### src/rtl/prbs26_pkg.sv
// prbs26_pkg: shared constants, FSM states and helpers for the PRBS26 checker.
package prbs26_pkg;
   localparam int PRBS26_LEN = 26;
   localparam int TAP_A = 26;
   localparam int TAP_B = 25;
   localparam int TAP_C = 19;
   localparam int TAP_D = 18;
   typedef enum logic [1:0] {FILL, ACQ, LOCKED} state_e;
   function automatic logic [31:0] sat_inc(input logic [31:0] v);
      return &v ? v : v + 32'd1;
   endfunction
endpackage

### src/rtl/prbs26_pred.sv
// prbs26_pred: history register and next-bit predictor for the PRBS26 recurrence.
module prbs26_pred
   import prbs26_pkg::*;
(
   input  logic clk,
   input  logic rst_n,
   input  logic shift_i,
   input  logic clear_i,
   input  logic sel_p_i,
   input  logic din_i,
   output logic p_o,
   output logic nz_o
);
   logic [PRBS26_LEN:1] h_q;
   assign p_o  = h_q[TAP_A] ^ h_q[TAP_B] ^ h_q[TAP_C] ^ h_q[TAP_D];
   assign nz_o = |h_q;
   // h[1] is the newest bit; in flywheel mode the prediction is fed back instead of din
   always_ff @(posedge clk or negedge rst_n) begin
      if (!rst_n) h_q <= '0;
      else if (clear_i) h_q <= '0;
      else if (shift_i) h_q <= {h_q[PRBS26_LEN-1:1], sel_p_i ? p_o : din_i};
   end
endmodule

### config.mk
export PLATFORM = sky130hd
export DESIGN_NAME = prbs26_pred
export DESIGN_NICKNAME = d
export VERILOG_FILES = /design/src/rtl/prbs26_pkg.sv /design/src/rtl/prbs26_pred.sv
export SDC_FILE = /design/constraint.sdc
export NUM_CORES = 1
export LEC_CHECK = 0
export BUFFER_PORTS_ARGS = -buffer_cell sky130_fd_sc_hd__buf_4
export CAP_MARGIN = 20
export CELL_PAD_IN_SITES_DETAIL_PLACEMENT = 1
export CELL_PAD_IN_SITES_GLOBAL_PLACEMENT = 2
export CORE_MARGIN = 8
export CORE_UTILIZATION = 42
export CTS_CLUSTER_SIZE = 20
export DETAILED_ROUTE_END_ITERATION = 8
export HOLD_SLACK_MARGIN = 0.1
export PLACE_DENSITY_LB_ADDON = 0.1
export SETUP_SLACK_MARGIN = 0.3
export SLEW_MARGIN = 20
export SYNTH_ARGS = -nofsm -noshare
export SYNTH_HDL_FRONTEND = slang
export SYNTH_SLANG_ARGS = --single-unit
export TNS_END_PERCENT = 50
### constraint.sdc
create_clock -name clk -period 2.05 [get_ports clk]
set_input_delay 0 -clock clk [delete_from_list [all_inputs] [get_ports clk]]
set_output_delay 0 -clock clk [all_outputs]
set_load 0.01 [all_outputs]
# Yosys cells after proc, flatten, opt, wreduce, memory -nomap -nowiden
# Index checks and enable logic that the tools add are counted.
[totals]
register_bits = 26
latchBits = 0
ram_bits = 0
romBits = 0
inputBits = 6
out_inout_bits = 2
word_cells = 9
mem_count = 0
[classes]
n_addsub = 0
multipliers = 0
div_mod_pow = 0
magnitude_cmp = 0
eq_ne = 0
n_shift = 0
mux = 3
n_bitwise = 3
n_reduce_logical = 2
[op_table]
columns = ["operator", "n"]
rows = [
  ["26-bit two-way mux", 2],
  ["26-bit OR reduction", 1],
  ["1-bit XOR", 3],
  ["2-bit nonzero test", 1],
  ["1-bit two-way mux", 1],
]

# Longest topological paths before layout
# Gate-level depths: netlist of the first run.
[depth]
word_depth = 6
mapped_depth = 5
mapped_depth_nobuf = 5

# Least setup slack after synthesis of the first run
# OpenSTA, ideal clock, no wires.
[synth_path]
path_kind = "register to register"
from = "reg h_q[25] (netlist bit)"
to = "reg h_q[1] (netlist bit)"
setup_time_ns = 0.134
t_arrival_ns = 1.180
t_required_ns = 1.916
slack_ns = 0.736
path_stages_with_launch = 6
path_buffers = 0
period_less_slack_ns = 1.314
path_cell_list = "dfrtp_1 > inv_1 > ha_1 > xor3_2 > mux2i_1 > a211oi_2"
[synth_via]
elab_chain_len = 6
[synth_rtl]
columns = ["item", "line_no", "rtl"]
rows = [
  ["start: declaration", "prbs26_pred.sv:14", "logic [PRBS26_LEN:1] h_q;"],
  ["start signal: assignment", "prbs26_pred.sv:21", "else if (shift_i) h_q <= {h_q[PRBS26_LEN-1:1], sel_p_i ? p_o : din_i};"],
  ["1-bit XOR (3 in a row)", "prbs26_pred.sv:15", "assign p_o = h_q[TAP_A] ^ h_q[TAP_B] ^ h_q[TAP_C] ^ h_q[TAP_D];"],
  ["net p_o", "prbs26_pred.sv:11", "output logic p_o,"],
  ["1-bit two-way mux", "prbs26_pred.sv:21", ""],
  ["26-bit two-way mux", "prbs26_pred.sv:21", ""],
  ["26-bit two-way mux", "prbs26_pred.sv:20", "else if (clear_i) h_q <= '0;"],
]
# The timed path passes the listed nets, and every way through them passes these cells. The select of a mux whose other input is x is not followed.
# A chain may end at the register's enable or synchronous reset.

# Worst setup path after layout of the first run
[layout_path]
from = "reg h_q[22] (netlist bit)"
to = "out nz_o"
[layout_via]
elab_chain_len = 1
[layout_rtl]
columns = ["item", "line_no", "rtl"]
rows = [
  ["26-bit OR reduction", "prbs26_pred.sv:16", "assign nz_o = |h_q;"],
  ["end: declaration", "prbs26_pred.sv:12", "output logic nz_o"],
]
# Every way passes these cells.

==> results of run 1 <==
## cell usage in the layout, fill, tap and decap left out, drive strengths merged
cell type     n
nor2         27
mux2i        26
dfrtp        26
buf           7
dlygate4sd3   4
nor4          4
clkbuf        3
inv           2
xor3          1
and4          1
nor4b         1
nor3          1
nand4         1
a211oi        1
ha            1
## metrics by stage
step	util	cells	cell area, µm²	total power [mW]
after floorplan	-	98	1150	0.564
after global placement	0.452	130	1210	0.587
after CTS	0.476	137	1280	0.805
final	0.478	137	1280	0.791
after detailed placement	0.452	130	1210	0.589
after global routing	0.478	137	1280	0.830
## area by class of cell
type | count | area, µm² | area share
Sequential cell | 26 | 651 | 0.507
Multi-Input combinational cell | 64 | 472 | 0.367
Timing Repair Buffer | 11 | 92.6 | 0.0721
Tap cell | 31 | 38.8 | 0.0302
Clock buffer | 3 | 22.5 | 0.0175
Inverter | 2 | 7.51 | 0.00585
## synthesized netlist by cell type (all sizes together)
| library cell | instances | area [µm²] |
|---|---|---|
| buf | 3 | 20.0 |
| ha | 1 | 12.5 |
| nand4 | 1 | 6.26 |
| nor4b | 1 | 8.76 |
| and4 | 1 | 8.76 |
| dfrtp | 26 | 651 |
| inv | 2 | 7.51 |
| xor3 | 1 | 25.0 |
| clkbuf | 3 | 11.3 |
| nor3 | 1 | 5.00 |
| nor2 | 27 | 101 |
| a211oi | 1 | 12.5 |
| mux2i | 26 | 260 |
| nor4 | 4 | 25.0 |
## worst reg2reg max path, cell delays in order (launching register included)
cell and delay [ns]:
dfrtp_1 0.39, inv_1 0.05, ha_1 0.28, xor3_2 0.25, mux2i_1 0.19, a211oi_2 0.09
## final timing paths
check	from	end	slack [ns]	cells past startpoint
setup / recovery	h_q[22]$_DFFE_PN0P_	nz_o	0.47	4
max in group asynchronous	rst_n	h_q[13]$_DFFE_PN0P_	1.67	2
hold / removal	rst_n	h_q[10]$_DFFE_PN0P_	0.12	2
min in group clk	shift_i	h_q[1]$_DFFE_PN0P_	0.20	3
hold reg to reg	h_q[26]$_DFFE_PN0P_	h_q[26]$_DFFE_PN0P_	0.55	2
setup reg to reg	h_q[25]$_DFFE_PN0P_	h_q[1]$_DFFE_PN0P_	0.68	5
## cell families after synthesis
family / share of synthesized area
adders and majority gates: 0.0108
xor gates and xnor gates: 0.0217
AOI/OAI and AO/OA: 0.0108
buffers and inverters: 0.0336
DFF: 0.563
muxes: 0.225
and+or+nand+nor: 0.134
## routing by layer
layer	routed length, µm	track usage	up-vias	part of all wire
li1	-	-	348	-
met1	1020	0.128	368	0.49
met2	990	0.175	5	0.47
met3	62	0.0262	2	0.030
met4	16	0.0307	0	0.0077
met5	0	0	-	0
## repair_timing
| item | 4_1_cts | 5_1_grt |
|---|---|---|
| endpoints found under the hold margin | 52 | 0 |
| hold buffers | 4 | 0 |
| gates resized for setup | 0 | 1 |
| setup endpoints to repair | 0 | 1 |
## report_power, final
part	internal, mW	total (mW)	switching (mW)	leakage [nW]
combinational	0.0272	0.0648	0.0376	0.280
clock	0.0686	0.209	0.141	0.0138
sequential	0.515	0.517	0.00211	0.362
==> flow_summary_export.csv, run 1 <==
group,metric,value,unit
sta,hold_violations,0,
final_layout,fill_cells,297,
yosys,synth_nets,105,
cts,clockBufferDepth,2,
sta,setup_tns,0,ns
final_layout,nets,115,
setup_path,worst_path_max_delay_cell,"dfrtp_1",
floorplanning,core,2690,µm²
cts,cts_root_buf,"clkbuf_4",
place,hpwl,1.43,mm
global_routing,grt_usage,0.104,
yosys,syn_avg_cell_area,11.8,µm²
pwr,p_per_area,616,nW/µm²
setup_path,path_class,"reg2out",
yosys,postSynthRegisterBits,26,
final_layout,reg.largest.list,"h_q: 26 flops",
pwr,ir_drop,0.000396,V
job,cap_violations,0,
drt,dr.pass1.iters,4,
sta,finClkSkew,0.00959,ns
drt,vias,723,
place,pre_cts_slack,0.678,ns
drt,ant_nets,0,
yosys,yosys_warnings,0,
cts,htree_levels,1,
floorplanning,fp.dieH,68.4,µm
setup_path,path_buf_inv,1,
floorplanning,start_util,0.430,
cts,tritoncts,"yes",
worst_hold_path,hp-class,"in2async",
cts,post_cts_buffers,0,
place,port_buffers,7,
setup_path,path_delay_family,"simple AND/OR/NAND/NOR gates",
drt,drt-total-wl,2.09,mm
setup_path,crit_chain,"nor4_1, and4_1, nand4_1, buf_4",
setup_path,endpoint_kind,"primary output",
setup_path,worstSetupStartpointType,"flip-flop",
sta,rsz0062_at_grt,"false",
global_routing,overflow,0,
drt,vias_per_cell,5.28,
sta,drv_slew,0,
cts,insertion_delay,0.31,ns
yosys,yosysSeqAreaShare,0.563,
final_layout,area_growth,11.2,%
yosys,synth_cell_type_count,15,
cts,clk_pin_slew,0.14,ns
sta,worstMarginPinSlew,0.434,ns
sta,timing.final.ws_setup,0.475,ns
drt,drc,0,
global_routing,antenna_found_initial,0,
final_layout,diodes,0,
setup_path,cp.required,2.05,ns
yosys,synthCells,98,
sta,max_freq,0.635,GHz
yosys,netlist_area,1150,µm²
final_layout,regMostFlops,"h_q",
floorplanning,die_w,68.4,µm
global_routing,grt_pass1_vias,811,
setup_path,max_stage_delay,0.42,ns
setup_path,cp_max_fo,3,
sta,max_slew_margin,0.711,
sta,setup_viol,0,
final_layout,layout-drive-gt1-share,0.123,
run_status,status,"completed",
floorplanning,ios,8,
drt,wire_per_inst,15.2,µm
sta,whs,0.121,ns
sta,min_period,1.58,ns
sta,timing.final.crit_share,0.768,
floorplanning,die_area,4680,µm²
floorplanning,rows,19,
cts,cts_made_buffers,3,
drt,drt_iter0_markers,44,
global_routing,grt_first_pass_wirelength,3.75,mm
global_routing,grt_max_degree,28,
cts,cts.sinks,26,
setup_path,critPathArrivalTime,1.58,ns
pwr,p_leak,0.656,nW
final_layout,largest_register_ffs,26,
place,place.gp.congestion,0.674,
(Power assumes the default switching activity.)
==> run 2, diff against run 1 <==
--- a/config.mk
+++ b/config.mk
@@ -10,7 +10,7 @@
 export CELL_PAD_IN_SITES_DETAIL_PLACEMENT = 1
 export CELL_PAD_IN_SITES_GLOBAL_PLACEMENT = 2
 export CORE_MARGIN = 8
-export CORE_UTILIZATION = 42
+export CORE_UTILIZATION = 35
 export CTS_CLUSTER_SIZE = 20
 export DETAILED_ROUTE_END_ITERATION = 8
 export HOLD_SLACK_MARGIN = 0.1
==> constraint.sdc (replaced) <==
create_clock -name clk -period 1.26 [get_ports clk]
set_input_delay 0 -clock clk [delete_from_list [all_inputs] [get_ports clk]]
set_output_delay 0 -clock clk [all_outputs]
set_load 0.01 [all_outputs]
==> run 2 against run 1 <==
The run now ends with negative setup slack left. Flip-flop and latch count unchanged. Final area up 10%. Via count up 3.2%. Utilization down 4.4 points. Die area up 15%. First-iteration DRC count down 30%. Highest routed layer unchanged.
==> flow_summary_export.csv, run 2 (synthesized netlist as in run 1, its figures left out) <==
group,metric,value,unit
cts,cts_root_buf,"clkbuf_4",
cts,cts_made_buffers,3,
pwr,p_clk_frac,0.299,
pwr,power_switching,0.300,mW
global_routing,overflow,0,
cts,htree_levels,1,
sta,finClkSkew,0.00324,ns
setup_path,ff2ff_setup_slack,-0.07,ns
pwr,seq_power_share,0.617,
pwr,combPwrFrac,0.084,
final_layout,regMostFlops,"h_q",
cts,insertion_delay,0.31,ns
setup_path,reg2reg_from,"h_q[25]$_DFFE_PN0P_",
drt,ant_nets,0,
setup_path,cp_max_fo,2,
global_routing,grt_max_degree,28,
sta,setup_viol,3,
drt,vias,746,
floorplanning,die_area,5390,µm²
place,place.gp.congestion,0.663,
final_layout,final_cell_count_no_fill,160,
run_status,status,"finished, violations left",
drt,dr.pass1.iters,2,
final_layout,final_common_cell,"nor2_1",
floorplanning,ios,8,
drt,vias_per_cell,4.66,
setup_path,cp.required,1.26,ns
pwr,p_per_area,966,nW/µm²
run_status,violations,"negative setup slack",
cts,clockBufferDepth,2,
sta,hold_violations,0,
final_layout,area_growth,22.4,%
floorplanning,fp.dieH,73.4,µm
setup_path,path_class,"reg2out",
sta,max_slew_margin,0.707,
sta,rsz0062_at_grt,"true",
drt,wl_met3,45,µm
setup_path,critPathArrivalTime,1.53,ns
drt,drt_iter0_markers,31,
global_routing,grt_first_pass_wirelength,4.13,mm
setup_path,worstSetupStartpointType,"flip-flop",
sta,max_freq,0.652,GHz
final_layout,largest_register_ffs,26,
pwr,swShare,0.220,
floorplanning,core,3260,µm²
place,hpwl,1.47,mm
place,port_buffers,7,
global_routing,antenna_found_initial,0,
setup_path,reg2reg_to,"h_q[1]$_DFFE_PN0P_",
sta,worstMarginPinSlew,0.440,ns
cts,clk_pin_slew,0.13,ns
drt,met2WireLength,1.11,mm
setup_path,endpoint_kind,"primary output",
final_layout,final_util,0.434,
global_routing,grt_usage,0.0988,
floorplanning,die_w,73.4,µm
drt,wl_met1,1.09,mm
final_layout,nets,122,
drt,routed.top_layer,"met4",
drt,wire_per_inst,14.1,µm
cts,cts.sinks,26,
job,cap_violations,0,
final_layout,final_cell_mix,"nor2_1 (27), mux2i_1 (26), dfrtp_1 (26), buf_4 (11), dlygate4sd3_1 (4)",
pwr,p_leak,0.720,nW
pwr,total_power,1.37,mW
cts,tritoncts,"yes",
floorplanning,start_util,0.354,
final_layout,diodes,0,
pwr,ir_drop,0.000312,V
final_layout,layout-drive-gt1-share,0.228,
place,dp_cells,149,
drt,drt-total-wl,2.26,mm
global_routing,grt_pass1_vias,842,
sta,timing.final.crit_share,1.22,
sta,drv_slew,0,
drt,drc,0,
pwr,internal-power,1.07,mW
setup_path,reg2reg_depth,5,
worst_hold_path,hp-class,"in2async",
final_layout,reg.largest.list,"h_q: 26 flops",
sta,timing.final.ws_setup,-0.275,ns
sta,min_period,1.53,ns
floorplanning,rows,21,
[run 2: cell type report]
type                            count  area [µm²]
Clock buffer                        4        36.3
Fill cell                         376        1840
Inverter                            2        7.51
Multi-Input combinational cell     64         505
Sequential cell                    26         651
Tap cell                           46        57.6
Timing Repair Buffer               18         156
[run 2: stage by stage]
| stage | setup WS, ns | setup TNS [ns] | hold slack (ns) | instance area, µm² |
|---|---|---|---|---|
| final | -0.275 | -0.604 | 0.125 | 1410 |
| after global routing | -0.370 | -0.862 | 0.145 | 1410 |
| after CTS | -0.326 | -0.733 | 0.113 | 1390 |
| after detailed placement | -0.0948 | -0.189 | -0.0640 | 1260 |
| after global placement | -0.0796 | -0.121 | -0.0687 | 1260 |
| after floorplan | -0.0537 | -0.0537 | -0.296 | 1150 |
[run 2: worst max-delay path by stage]
stage,start,endpoint,depth (start not counted)
floorplan,h_q[25]$_DFFE_PN0P_,h_q[1]$_DFFE_PN0P_,5
global placement,h_q[25]$_DFFE_PN0P_,nz_o,6
detailed placement,h_q[25]$_DFFE_PN0P_,h_q[1]$_DFFE_PN0P_,5
CTS,h_q[25]$_DFFE_PN0P_,p_o,5
global route,h_q[18]$_DFFE_PN0P_,nz_o,4
finish,h_q[25]$_DFFE_PN0P_,p_o,5
[run 2: what timing repair did]
item | in CTS | in global routing
gates resized for setup | 4 | 7
hold buffers | 4 | 0
endpoints found under the hold margin | 52 | 0
pin swaps | 1 | 4
endpoints found under the setup margin | 3 | 5
setup buffers | 3 | 0
[run 2: worst max-delay path, stage by stage, from the launching register on]
cell and delay (ns):
dfrtp_1 0.39, inv_2 0.06, ha_4 0.25, xor3_2 0.25
buf_4 0.14, buf_4 0.13
[run 2: routing by layer]
layer / vias to the layer above / global-route usage
li1: 365 / -
met1: 376 / 0.127
met2: 3 / 0.156
met3: 2 / 0.0177
met4: 0 / 0.0466
met5: - / 0
[run 2: power by group through the flow]
stage	clock network [mW]	registers (mW)	logic [mW]
floorplan	0	0.857	0.0608
global placement	0	0.858	0.104
detailed placement	0	0.858	0.105
CTS	0.446	0.844	0.118
global route	0.467	0.845	0.128
finish	0.408	0.844	0.114
==> run 3, diff against run 2 <==
--- a/config.mk
+++ b/config.mk
@@ -9,10 +9,11 @@
 export CAP_MARGIN = 20
 export CELL_PAD_IN_SITES_DETAIL_PLACEMENT = 1
 export CELL_PAD_IN_SITES_GLOBAL_PLACEMENT = 2
-export CORE_MARGIN = 8
+export CORE_MARGIN = 10
 export CORE_UTILIZATION = 35
 export CTS_CLUSTER_SIZE = 20
 export DETAILED_ROUTE_END_ITERATION = 8
+export GPL_TIMING_DRIVEN = 0
 export HOLD_SLACK_MARGIN = 0.1
 export PLACE_DENSITY_LB_ADDON = 0.1
 export SETUP_SLACK_MARGIN = 0.3
==> run 3 against run 2 <==
Die area is 11% higher. Via count is 1.2% higher. Non-clock buffer count is 2 higher. Largest cell class unchanged. The run still ends with negative setup slack left.
==> flow_summary_export.csv, run 3 (synthesized netlist as in run 1, its figures left out) <==
group,metric,value,unit
floorplanning,die_w,77.4,µm
final_layout,final_util,0.450,
place,place.gp.congestion,0.682,
drt,vias_per_cell,4.72,
final_layout,area_growth,21.0,%
pwr,ir_drop,0.000361,V
setup_path,endpoint_kind,"primary output",
final_layout,nets,124,
final_layout,layout-drive-gt1-share,0.181,
setup_path,path_class,"reg2out",
final_layout,largest_register_ffs,26,
cts,insertion_delay,0.31,ns
sta,min_period,1.56,ns
floorplanning,rows,20,
worst_hold_path,hp-class,"in2async",
sta,whs,0.117,ns
place,hpwl,1.56,mm
drt,dr.pass1.iters,2,
setup_path,critPathArrivalTime,1.56,ns
global_routing,grt_usage,0.0811,
sta,finClkSkew,0.00183,ns
global_routing,grt_max_degree,27,
drt,drt-total-wl,2.33,mm
setup_path,worstSetupStartpointType,"flip-flop",
cts,cts_made_buffers,3,
run_status,violations,"negative setup slack",
drt,drc,0,
pwr,p_leak,0.702,nW
job,cap_violations,0,
sta,timing.final.crit_share,1.24,
global_routing,overflow,0,
cts,htree_levels,1,
pwr,total_power,1.38,mW
final_layout,regMostFlops,"h_q",
setup_path,cp.required,1.26,ns
place,pre_cts_slack,-0.144,ns
drt,drt_iter0_markers,24,
final_layout,diodes,0,
final_layout,final_cell_mix,"nor2_1 (27), dfrtp_1 (26), mux2i_1 (25), buf_4 (10), dlygate4sd3_1 (6)",
drt,vias,755,
floorplanning,ios,8,
cts,clockBufferDepth,2,
sta,timing.final.ws_setup,-0.298,ns
drt,ant_nets,0,
run_status,status,"finished, violations left",
floorplanning,core,3100,µm²
cts,cts_root_buf,"clkbuf_4",
setup_path,cp_max_fo,2,
floorplanning,start_util,0.372,
pwr,p_per_area,989,nW/µm²
global_routing,grt_first_pass_wirelength,4.00,mm
cts,cts.sinks,26,
place,port_buffers,5,
sta,max_slew_margin,0.700,
drt,wire_per_inst,14.6,µm
floorplanning,fp.dieH,77.4,µm
cts,tritoncts,"yes",
sta,setup_viol,3,
sta,worstMarginPinSlew,0.450,ns
final_layout,reg.largest.list,"h_q: 26 flops",
global_routing,antenna_found_initial,0,
floorplanning,die_area,6000,µm²
sta,rsz0062_at_grt,"true",
cts,clk_pin_slew,0.14,ns
sta,hold_violations,0,
sta,max_freq,0.642,GHz
final_layout,final_common_cell,"nor2_1",
sta,drv_slew,0,
global_routing,grt_pass1_vias,799,
final_layout,fill_cells,345,
run 3: cell type report:
cell class / instances / area [µm²] / area share
flip-flops and latches: 26 / 651 / 0.466
clock buffers: 4 / 36.3 / 0.0260
repair buffers: 14 / 120 / 0.0859
inverters: 2 / 7.51 / 0.00537
multi-input cells: 64 / 497 / 0.355
well taps: 44 / 55.1 / 0.0394
plain buffers: 6 / 31.3 / 0.0224
run 3: per-layer routing:
layer | global-route usage | wire length [µm]
met1 | 0.112 | 1210
met2 | 0.117 | 1060
met3 | 0.0173 | 37
met4 | 0.0383 | 21
met5 | 0 | 0
run 3: critical path, cell delays in order (launching register included):
cell,delay [ns]
dfrtp_1,0.43
nor4_4,0.30
and4_1,0.24
nand4_1,0.09
buf_4,0.17
run 3: what timing repair did:
item,4_1_cts,5_1_grt
buffers inserted,2,1
pin swaps,3,0
hold endpoints to repair,34,6
setup endpoints to repair,3,3
gates resized for setup,3,2
cloned,0,0
hold buffers,4,2
run 3: report_power, final:
group | leakage (nW) | total, mW | switching, mW | internal (mW)
registers | 0.362 | 0.842 | 0.00312 | 0.839
logic | 0.319 | 0.119 | 0.0667 | 0.0522
clock network | 0.0210 | 0.422 | 0.246 | 0.177
total | 0.702 | 1.38 | 0.316 | 1.07
run 3: worst paths after layout:
check | start | endpoint | slack (ns) | cells after the start
min | rst_n | h_q[25]$_DFFE_PN0P_ | 0.12 | 2
min reg2reg | h_q[26]$_DFFE_PN0P_ | h_q[26]$_DFFE_PN0P_ | 0.56 | 2
max reg2reg | h_q[25]$_DFFE_PN0P_ | h_q[1]$_DFFE_PN0P_ | -0.11 | 5
min in group clk | shift_i | h_q[1]$_DFFE_PN0P_ | 0.20 | 3
max in group asynchronous | rst_n | h_q[9]$_DFFE_PN0P_ | 0.89 | 2
max | h_q[23]$_DFFE_PN0P_ | nz_o | -0.30 | 4
run 3: metrics by stage:
stage	setup TNS (ns)	area [µm²]	std cells
floorplan	-0.0537	1150	98
global placement	-0.191	1250	147
detailed placement	-0.186	1250	147
CTS	-0.709	1360	157
global route	-0.919	1400	160
finish	-0.628	1400	160
